$ cat src/rtl/noc_pkg.sv
// noc_pkg: shared definitions for the NoC network adapters.
//   - flit field layout (type / VC id / payload) and flit type codes
//   - bit positions of the fields carried in a request tail payload
//   - VC count and VC id width
//   - request-path state encoding
//   - vc_onehot(): VC id to one-hot VC mask
package noc_pkg;

    localparam int NOC_FLIT_W  = 37;
    localparam int NOC_DATA_W  = 32;
    localparam int NOC_NUM_VC  = 8;
    localparam int NOC_VC_W    = 3;

    // Flit layout: [36:35] type, [34:32] VC id, [31:0] payload
    localparam int FLIT_TYPE_HI    = 36;
    localparam int FLIT_TYPE_LO    = 35;
    localparam int FLIT_VC_HI      = 34;
    localparam int FLIT_VC_LO      = 32;
    localparam int FLIT_PAYLOAD_HI = 31;

    typedef enum logic [1:0] {
        FLIT_ILLEGAL = 2'b00,
        FLIT_HDR     = 2'b01,
        FLIT_BODY    = 2'b10,
        FLIT_TAIL    = 2'b11
    } flit_type_e;

    // Tail payload: [7:5] prot, [4] write, [3:0] wstrb, [31:8] unused
    localparam int TAIL_STRB_LO = 0;
    localparam int TAIL_STRB_HI = 3;
    localparam int TAIL_WRITE   = 4;
    localparam int TAIL_PROT_LO = 5;
    localparam int TAIL_PROT_HI = 7;

    typedef enum logic [2:0] {
        ST_IDLE     = 3'd0,
        ST_HDR      = 3'd1,
        ST_BODY     = 3'd2,
        ST_ISSUE_WR = 3'd3,
        ST_ISSUE_RD = 3'd4,
        ST_WAIT     = 3'd5
    } req_state_e;

    function automatic logic [NOC_NUM_VC-1:0] vc_onehot(input logic [NOC_VC_W-1:0] vc);
        logic [NOC_NUM_VC-1:0] mask;
        mask = '0;
        mask[vc] = 1'b1;
        return mask;
    endfunction

endpackage

$ cat src/rtl/sna_flit_decoder.sv
// sna_flit_decoder: purely combinational split of a NoC flit.
// Ports:
//   flit       in   raw flit
//   vc         out  VC id field
//   payload    out  32-bit payload field
//   is_header  out  type field is header
//   is_body    out  type field is body
//   is_tail    out  type field is tail
// The illegal type (00) asserts none of the is_* flags.
module sna_flit_decoder
    import noc_pkg::*;
#(
    parameter int FLIT_W = 37
)(
    input  logic [FLIT_W-1:0]   flit,
    output logic [NOC_VC_W-1:0] vc,
    output logic [FLIT_W-6:0]   payload,
    output logic                is_header,
    output logic                is_body,
    output logic                is_tail
);

    flit_type_e ftype;

    assign ftype     = flit_type_e'(flit[FLIT_W-1 -: 2]);
    assign vc        = flit[FLIT_W-3 -: NOC_VC_W];
    assign payload   = flit[FLIT_W-6:0];
    assign is_header = (ftype == FLIT_HDR);
    assign is_body   = (ftype == FLIT_BODY);
    assign is_tail   = (ftype == FLIT_TAIL);

endmodule

$ cat src/rtl/sna_request.sv
// sna_request: slave-side network adapter, request path.
// Reassembles a request packet arriving as flits (header+tail = read,
// header+body+tail = write), issues it on the AXI4-Lite AW/W or AR
// channel and then waits for the response block to report completion.
// Ports:
//   clk, rst                   clock, synchronous active-high reset
//   noc_data, is_valid         incoming flit and its valid
//   is_on_off                  per-VC credit (1 = VC may send)
//   aw*/w*/ar*                 AXI4-Lite request channels to the slave
//   req_write, req_vc          issued request kind and return VC
//   rsp_done                   response-sent pulse from response block
//   protocol_error             one-cycle pulse per dropped/illegal flit
module sna_request
    import noc_pkg::*;
#(
    parameter int FLIT_W = 37,
    parameter int DATA_W = 32,
    parameter int NUM_VC = 8
)(
    input  logic                clk,
    input  logic                rst,
    input  logic [FLIT_W-1:0]   noc_data,
    input  logic                is_valid,
    output logic [NUM_VC-1:0]   is_on_off,
    output logic [DATA_W-1:0]   awaddr,
    output logic [2:0]          awprot,
    output logic                awvalid,
    input  logic                awready,
    output logic [DATA_W-1:0]   wdata,
    output logic [DATA_W/8-1:0] wstrb,
    output logic                wvalid,
    input  logic                wready,
    output logic [DATA_W-1:0]   araddr,
    output logic [2:0]          arprot,
    output logic                arvalid,
    input  logic                arready,
    output logic                req_write,
    output logic [NOC_VC_W-1:0] req_vc,
    input  logic                rsp_done,
    output logic                protocol_error
);

    // ---------------- flit decode ----------------
    logic [NOC_VC_W-1:0] dec_vc;
    logic [FLIT_W-6:0]   dec_payload;
    logic                dec_is_header;
    logic                dec_is_body;
    logic                dec_is_tail;
    logic [NUM_VC-1:0]   dec_vc_onehot;

    sna_flit_decoder #(.FLIT_W(FLIT_W)) u_decoder (
        .flit      (noc_data),
        .vc        (dec_vc),
        .payload   (dec_payload),
        .is_header (dec_is_header),
        .is_body   (dec_is_body),
        .is_tail   (dec_is_tail)
    );

    genvar gi;
    generate
        for (gi = 0; gi < NUM_VC; gi++) begin : g_vc_onehot
            assign dec_vc_onehot[gi] = (dec_vc == NOC_VC_W'(gi));
        end
    endgenerate

    // ---------------- state ----------------
    req_state_e            state_reg,          state_next;
    logic [NOC_VC_W-1:0]   owner_reg,          owner_next;
    logic [DATA_W-1:0]     addr_reg,           addr_next;
    logic [DATA_W-1:0]     wdata_reg,          wdata_next;
    logic [DATA_W/8-1:0]   wstrb_reg,          wstrb_next;
    logic [2:0]            prot_reg,           prot_next;
    logic                  awvalid_reg,        awvalid_next;
    logic                  wvalid_reg,         wvalid_next;
    logic                  arvalid_reg,        arvalid_next;
    logic                  aw_done_reg,        aw_done_next;
    logic                  w_done_reg,         w_done_next;
    logic                  got_body_reg,       got_body_next;
    logic                  req_write_reg,      req_write_next;
    logic [NOC_VC_W-1:0]   req_vc_reg,         req_vc_next;
    logic                  protocol_error_reg, protocol_error_next;
    logic [NUM_VC-1:0]     is_on_off_reg,      is_on_off_next;

    // A flit is only legal on a VC whose credit is currently on. While a
    // packet is being assembled only the owner VC is on, and during
    // issue/wait every VC is off, so this single test also rejects
    // foreign-VC flits and anything arriving after the tail.
    logic flit_on;
    logic flit_off;
    logic tail_write;
    logic aw_hs;
    logic w_hs;

    assign flit_on    = is_valid &  is_on_off_reg[dec_vc];
    assign flit_off   = is_valid & ~is_on_off_reg[dec_vc];
    assign tail_write = dec_payload[TAIL_WRITE];
    assign aw_hs      = awvalid_reg & awready;
    assign w_hs       = wvalid_reg & wready;

    always_comb begin
        state_next          = state_reg;
        owner_next          = owner_reg;
        addr_next           = addr_reg;
        wdata_next          = wdata_reg;
        wstrb_next          = wstrb_reg;
        prot_next           = prot_reg;
        awvalid_next        = awvalid_reg;
        wvalid_next         = wvalid_reg;
        arvalid_next        = arvalid_reg;
        aw_done_next        = aw_done_reg;
        w_done_next         = w_done_reg;
        got_body_next       = got_body_reg;
        req_write_next      = req_write_reg;
        req_vc_next         = req_vc_reg;
        protocol_error_next = flit_off;
        is_on_off_next      = is_on_off_reg;

        unique case (state_reg)
            ST_IDLE: begin
                is_on_off_next = '1;
                if (flit_on) begin
                    if (dec_is_header) begin
                        addr_next      = dec_payload;
                        owner_next     = dec_vc;
                        got_body_next  = 1'b0;
                        is_on_off_next = dec_vc_onehot;
                        state_next     = ST_HDR;
                    end else begin
                        protocol_error_next = 1'b1;
                    end
                end
            end

            // HDR and BODY share one decision: got_body records which of
            // the two we are in, and the tail's write bit must agree with
            // it (write packets carry a body, reads do not).
            ST_HDR, ST_BODY: begin
                if (flit_on) begin
                    if (dec_is_body && !got_body_reg) begin
                        wdata_next    = dec_payload;
                        got_body_next = 1'b1;
                        state_next    = ST_BODY;
                    end else if (dec_is_tail && (tail_write == got_body_reg)) begin
                        prot_next      = dec_payload[TAIL_PROT_HI:TAIL_PROT_LO];
                        req_write_next = got_body_reg;
                        req_vc_next    = owner_reg;
                        is_on_off_next = '0;
                        if (got_body_reg) begin
                            wstrb_next   = dec_payload[TAIL_STRB_HI:TAIL_STRB_LO];
                            awvalid_next = 1'b1;
                            wvalid_next  = 1'b1;
                            aw_done_next = 1'b0;
                            w_done_next  = 1'b0;
                            state_next   = ST_ISSUE_WR;
                        end else begin
                            arvalid_next = 1'b1;
                            state_next   = ST_ISSUE_RD;
                        end
                    end else begin
                        protocol_error_next = 1'b1;
                        is_on_off_next      = '1;
                        state_next          = ST_IDLE;
                    end
                end
            end

            ST_ISSUE_WR: begin
                if (aw_hs) begin
                    awvalid_next = 1'b0;
                    aw_done_next = 1'b1;
                end
                if (w_hs) begin
                    wvalid_next = 1'b0;
                    w_done_next = 1'b1;
                end
                if ((aw_done_reg || aw_hs) && (w_done_reg || w_hs)) begin
                    state_next = ST_WAIT;
                end
            end

            ST_ISSUE_RD: begin
                if (arvalid_reg && arready) begin
                    arvalid_next = 1'b0;
                    state_next   = ST_WAIT;
                end
            end

            ST_WAIT: begin
                if (rsp_done) begin
                    is_on_off_next = '1;
                    state_next     = ST_IDLE;
                end
            end

            default: begin
                is_on_off_next = '1;
                state_next     = ST_IDLE;
            end
        endcase
    end

    always_ff @(posedge clk) begin
        if (rst) begin
            state_reg          <= ST_IDLE;
            owner_reg          <= '0;
            addr_reg           <= '0;
            wdata_reg          <= '0;
            wstrb_reg          <= '0;
            prot_reg           <= '0;
            awvalid_reg        <= 1'b0;
            wvalid_reg         <= 1'b0;
            arvalid_reg        <= 1'b0;
            aw_done_reg        <= 1'b0;
            w_done_reg         <= 1'b0;
            got_body_reg       <= 1'b0;
            req_write_reg      <= 1'b0;
            req_vc_reg         <= '0;
            protocol_error_reg <= 1'b0;
            is_on_off_reg      <= '1;
        end else begin
            state_reg          <= state_next;
            owner_reg          <= owner_next;
            addr_reg           <= addr_next;
            wdata_reg          <= wdata_next;
            wstrb_reg          <= wstrb_next;
            prot_reg           <= prot_next;
            awvalid_reg        <= awvalid_next;
            wvalid_reg         <= wvalid_next;
            arvalid_reg        <= arvalid_next;
            aw_done_reg        <= aw_done_next;
            w_done_reg         <= w_done_next;
            got_body_reg       <= got_body_next;
            req_write_reg      <= req_write_next;
            req_vc_reg         <= req_vc_next;
            protocol_error_reg <= protocol_error_next;
            is_on_off_reg      <= is_on_off_next;
        end
    end

    // Address and protection are shared by both channels; only the
    // relevant valid is ever raised.
    assign is_on_off      = is_on_off_reg;
    assign awaddr         = addr_reg;
    assign araddr         = addr_reg;
    assign awprot         = prot_reg;
    assign arprot         = prot_reg;
    assign awvalid        = awvalid_reg;
    assign wdata          = wdata_reg;
    assign wstrb          = wstrb_reg;
    assign wvalid         = wvalid_reg;
    assign arvalid        = arvalid_reg;
    assign req_write      = req_write_reg;
    assign req_vc         = req_vc_reg;
    assign protocol_error = protocol_error_reg;

endmodule

$ cat config.mk
export PLATFORM = sky130hd
export DESIGN_NAME = sna_request
export DESIGN_NICKNAME = d
export VERILOG_FILES = /design/src/rtl/noc_pkg.sv /design/src/rtl/sna_flit_decoder.sv /design/src/rtl/sna_request.sv
export SDC_FILE = /design/constraint.sdc
export NUM_CORES = 1
export LEC_CHECK = 0
export BUFFER_PORTS_ARGS = -buffer_cell sky130_fd_sc_hd__buf_2
export CAP_MARGIN = 20
export CORE_ASPECT_RATIO = 0.8
export CORE_MARGIN = 5
export CORE_UTILIZATION = 50
export CTS_CLUSTER_SIZE = 10
export DETAILED_ROUTE_END_ITERATION = 10
export PLACE_DENSITY = 0.9
export SYNTH_ARGS = -nofsm -noshare
export SYNTH_HDL_FRONTEND = slang
export SYNTH_HIERARCHICAL = 1
export SYNTH_SLANG_ARGS = --single-unit
$ cat constraint.sdc
create_clock -name clk -period 4.7 [get_ports clk]
set_clock_uncertainty 0.1 [all_clocks]
set_input_delay 1.175 -clock clk [delete_from_list [all_inputs] [get_ports clk]]
set_output_delay 1.175 -clock clk [all_outputs]
set_load 0.005 [all_outputs]
==> out/metrics.yaml <==
cts.repair.resized: 0
max_freq_mhz: 299
seq_power_share: 0.494
rows: 31
die_area_sq_um: 11000
cts_sinks: 96
hold_path_depth: 2
grt_pass1_vias: 3690
grt_max_degree: 94
netlist_area_sq_um: 4500
cts_tree: "built"
vias: 3993
setup_viol: 0
maxCapViolations: 0
rsz0062_at_grt: "no"
place.gp.congestion: 0.906
root_buffer: "clkbuf_16"
endpoint_kind: "register"
crit_required_ns: 4.85
grt_pass1_wl_mm: 17.6
drc: 0
synth-seq-area-share: 0.427
fin_nets: 687
final_util: 0.576
htreeDepth: 3
crit_fanout: 32
period_minus_slack_ns: 3.34
synth_nets: 609
portBuffers: 165
synthCells: 565
synth_common_cells: "nand2_1, dfxtp_1, a21oi_1"
report.final.slew_viol_count: 0
period_share: 0.711
p_int_w: 0.00127
tightestPinTransition_ns: 1.04
irDropWorstVdd_mv: 0.182
cts_setup_buffers: 0
vias_per_cell: 5.23
fp.dieH_um: 94.9
wl_mm: 11.4
comb_power_share: 0.083
status: "completed"
grt_usage: 0.197
p_clk_frac: 0.423
synth_most_common_cell: "nand2_1"
ys_seq_elements: 96
r2r_cells: 5
num_io_pins: 166
switching_share: 0.253
setup_tns_ns: 0
yosysUniqueCellTypes: 46
drtIter0Drc: 274
wl_per_cell_um: 15.0
antenna_found_initial: 0
p_switching_w: 0.000431
synth_area_per_cell_sq_um: 7.97
n_antenna_cell: 0
synth.top_cell.area_share: 0.427
synthArstFlopShare: 0
synth.area.top_cells: "dfxtp_1, nand2_1, buf_4"
start_util: 0.505
area_growth_pct: 14.1
hold_violations: 0
clockBufferDepth: 2
die_width_um: 116
criticalPathCategory: "in2reg"
drt_first_pass_iters: 4
powerDensity_nw_per_um2: 331
start_kind: "input port"
hold_class: "reg2reg"
dp_hpwl_mm: 8.43
cts_hold_buf: 0
clock_latency_ns: 0.33
cp.arrival_ns: 3.49
yosysWarnings: 6
core_sq_um: 8920
grt_overflow: 0
ys.flop_type: "dfxtp_1"
clk_pin_slew_ns: 0.07
slew_headroom: 0.309
drive_gt1_frac: 0.307
r2r_slack_ns: 1.90
p_leak_nw: 2.20
synth_area_leader_cell: "dfxtp_1"
synth_edf_count: 0
antenna_left: 0
cts_made_buffers: 9
-- logic make-up (layout without fill, tap and decap cells) --
kind of cell / Yosys count / count (layout) / share of synthesized area
xor+xnor: 1 / 1 / 0.00194
flops: 96 / 96 / 0.427
simple gates: 232 / 232 / 0.231
buf+inv: 107 / 190 / 0.152
mux: 22 / 22 / 0.0497
compound gates: 107 / 107 / 0.138
-- placed cells by master (no fill, tap or decap), types with 2 or more instances in the layout --
master / synthesis / layout
nor2_1: 31 / 31
or3_1: 4 / 4
o21ai_0: 4 / 4
inv_8: 0 / 3
and3_1: 2 / 2
nor2b_1: 4 / 4
a21o_1: 2 / 2
nor4_4: 2 / 2
nand3_1: 5 / 5
mux2i_1: 19 / 19
nor3_1: 21 / 21
nand2_1: 146 / 146
nand2b_1: 7 / 7
dfxtp_1: 96 / 96
inv_1: 5 / 5
buf_2: 5 / 165
a21oi_1: 77 / 77
clkbuf_16: 0 / 9
o31a_1: 3 / 3
a31oi_1: 5 / 5
a211oi_1: 2 / 2
a211o_1: 2 / 2
mux2_1: 2 / 2
buf_4: 70 / 4
nor3_4: 1 / 2
o32ai_1: 2 / 2
-- worst paths after layout --
kind / from / to
min reg2reg: wdata[16] / wdata[16]
max reg2reg: state_reg[2] / araddr[28]
min: wdata[16] / wdata[16]
max: noc_data[33] / wdata[0]
-- power by group through the flow --
stage	Clock [W]	Sequential (W)	Combinational, W
floorplan	0	0.000858	0.000117
global placement	0	0.000859	0.000137
detailed placement	0	0.000860	0.000141
CTS	0.000735	0.000841	0.000141
global route	0.000773	0.000843	0.000157
finish	0.000721	0.000841	0.000141
-- layout make-up --
type,count,area (sq um)
fill,826,3780
sequential,96,1920
multi-input combinational,362,1900
timing repair buffer,169,856
clock buffer,10,239
tap,115,144
clock inverter,6,58.8
inverter,5,18.8
-- routing by layer --
metal / global-route usage / vias up / wire length, um
li1: - / 1972 / -
met1: 0.243 / 1846 / 4570
met2: 0.347 / 161 / 5830
met3: 0.0436 / 14 / 845
met4: 0.0560 / 0 / 180
met5: 0 / - / 0
-- through the flow --
stage	cells	hold slack (ns)	total power [W]	instance area, sq um	setup WS, ns
6_report	763	0.351	0.00170	5140	1.36
5_1_grt	763	0.377	0.00177	5140	1.06
4_1_cts	763	0.355	0.00172	5140	1.33
3_5_place_dp	747	0.345	0.00100	4840	1.02
3_3_place_gp	747	0.341	0.000996	4840	1.12
2_1_floorplan	565	0.336	0.000974	4500	1.48
-- critical path: stages --
cell and delay [ns]:
buf_2 0.21, nor2b_1 0.09, a2111oi_2 0.49, or3_4 0.33, or3_1 0.84, nand2_1 0.15, a21oi_1 0.20
Note: power is estimated with default switching activity, not from simulation.
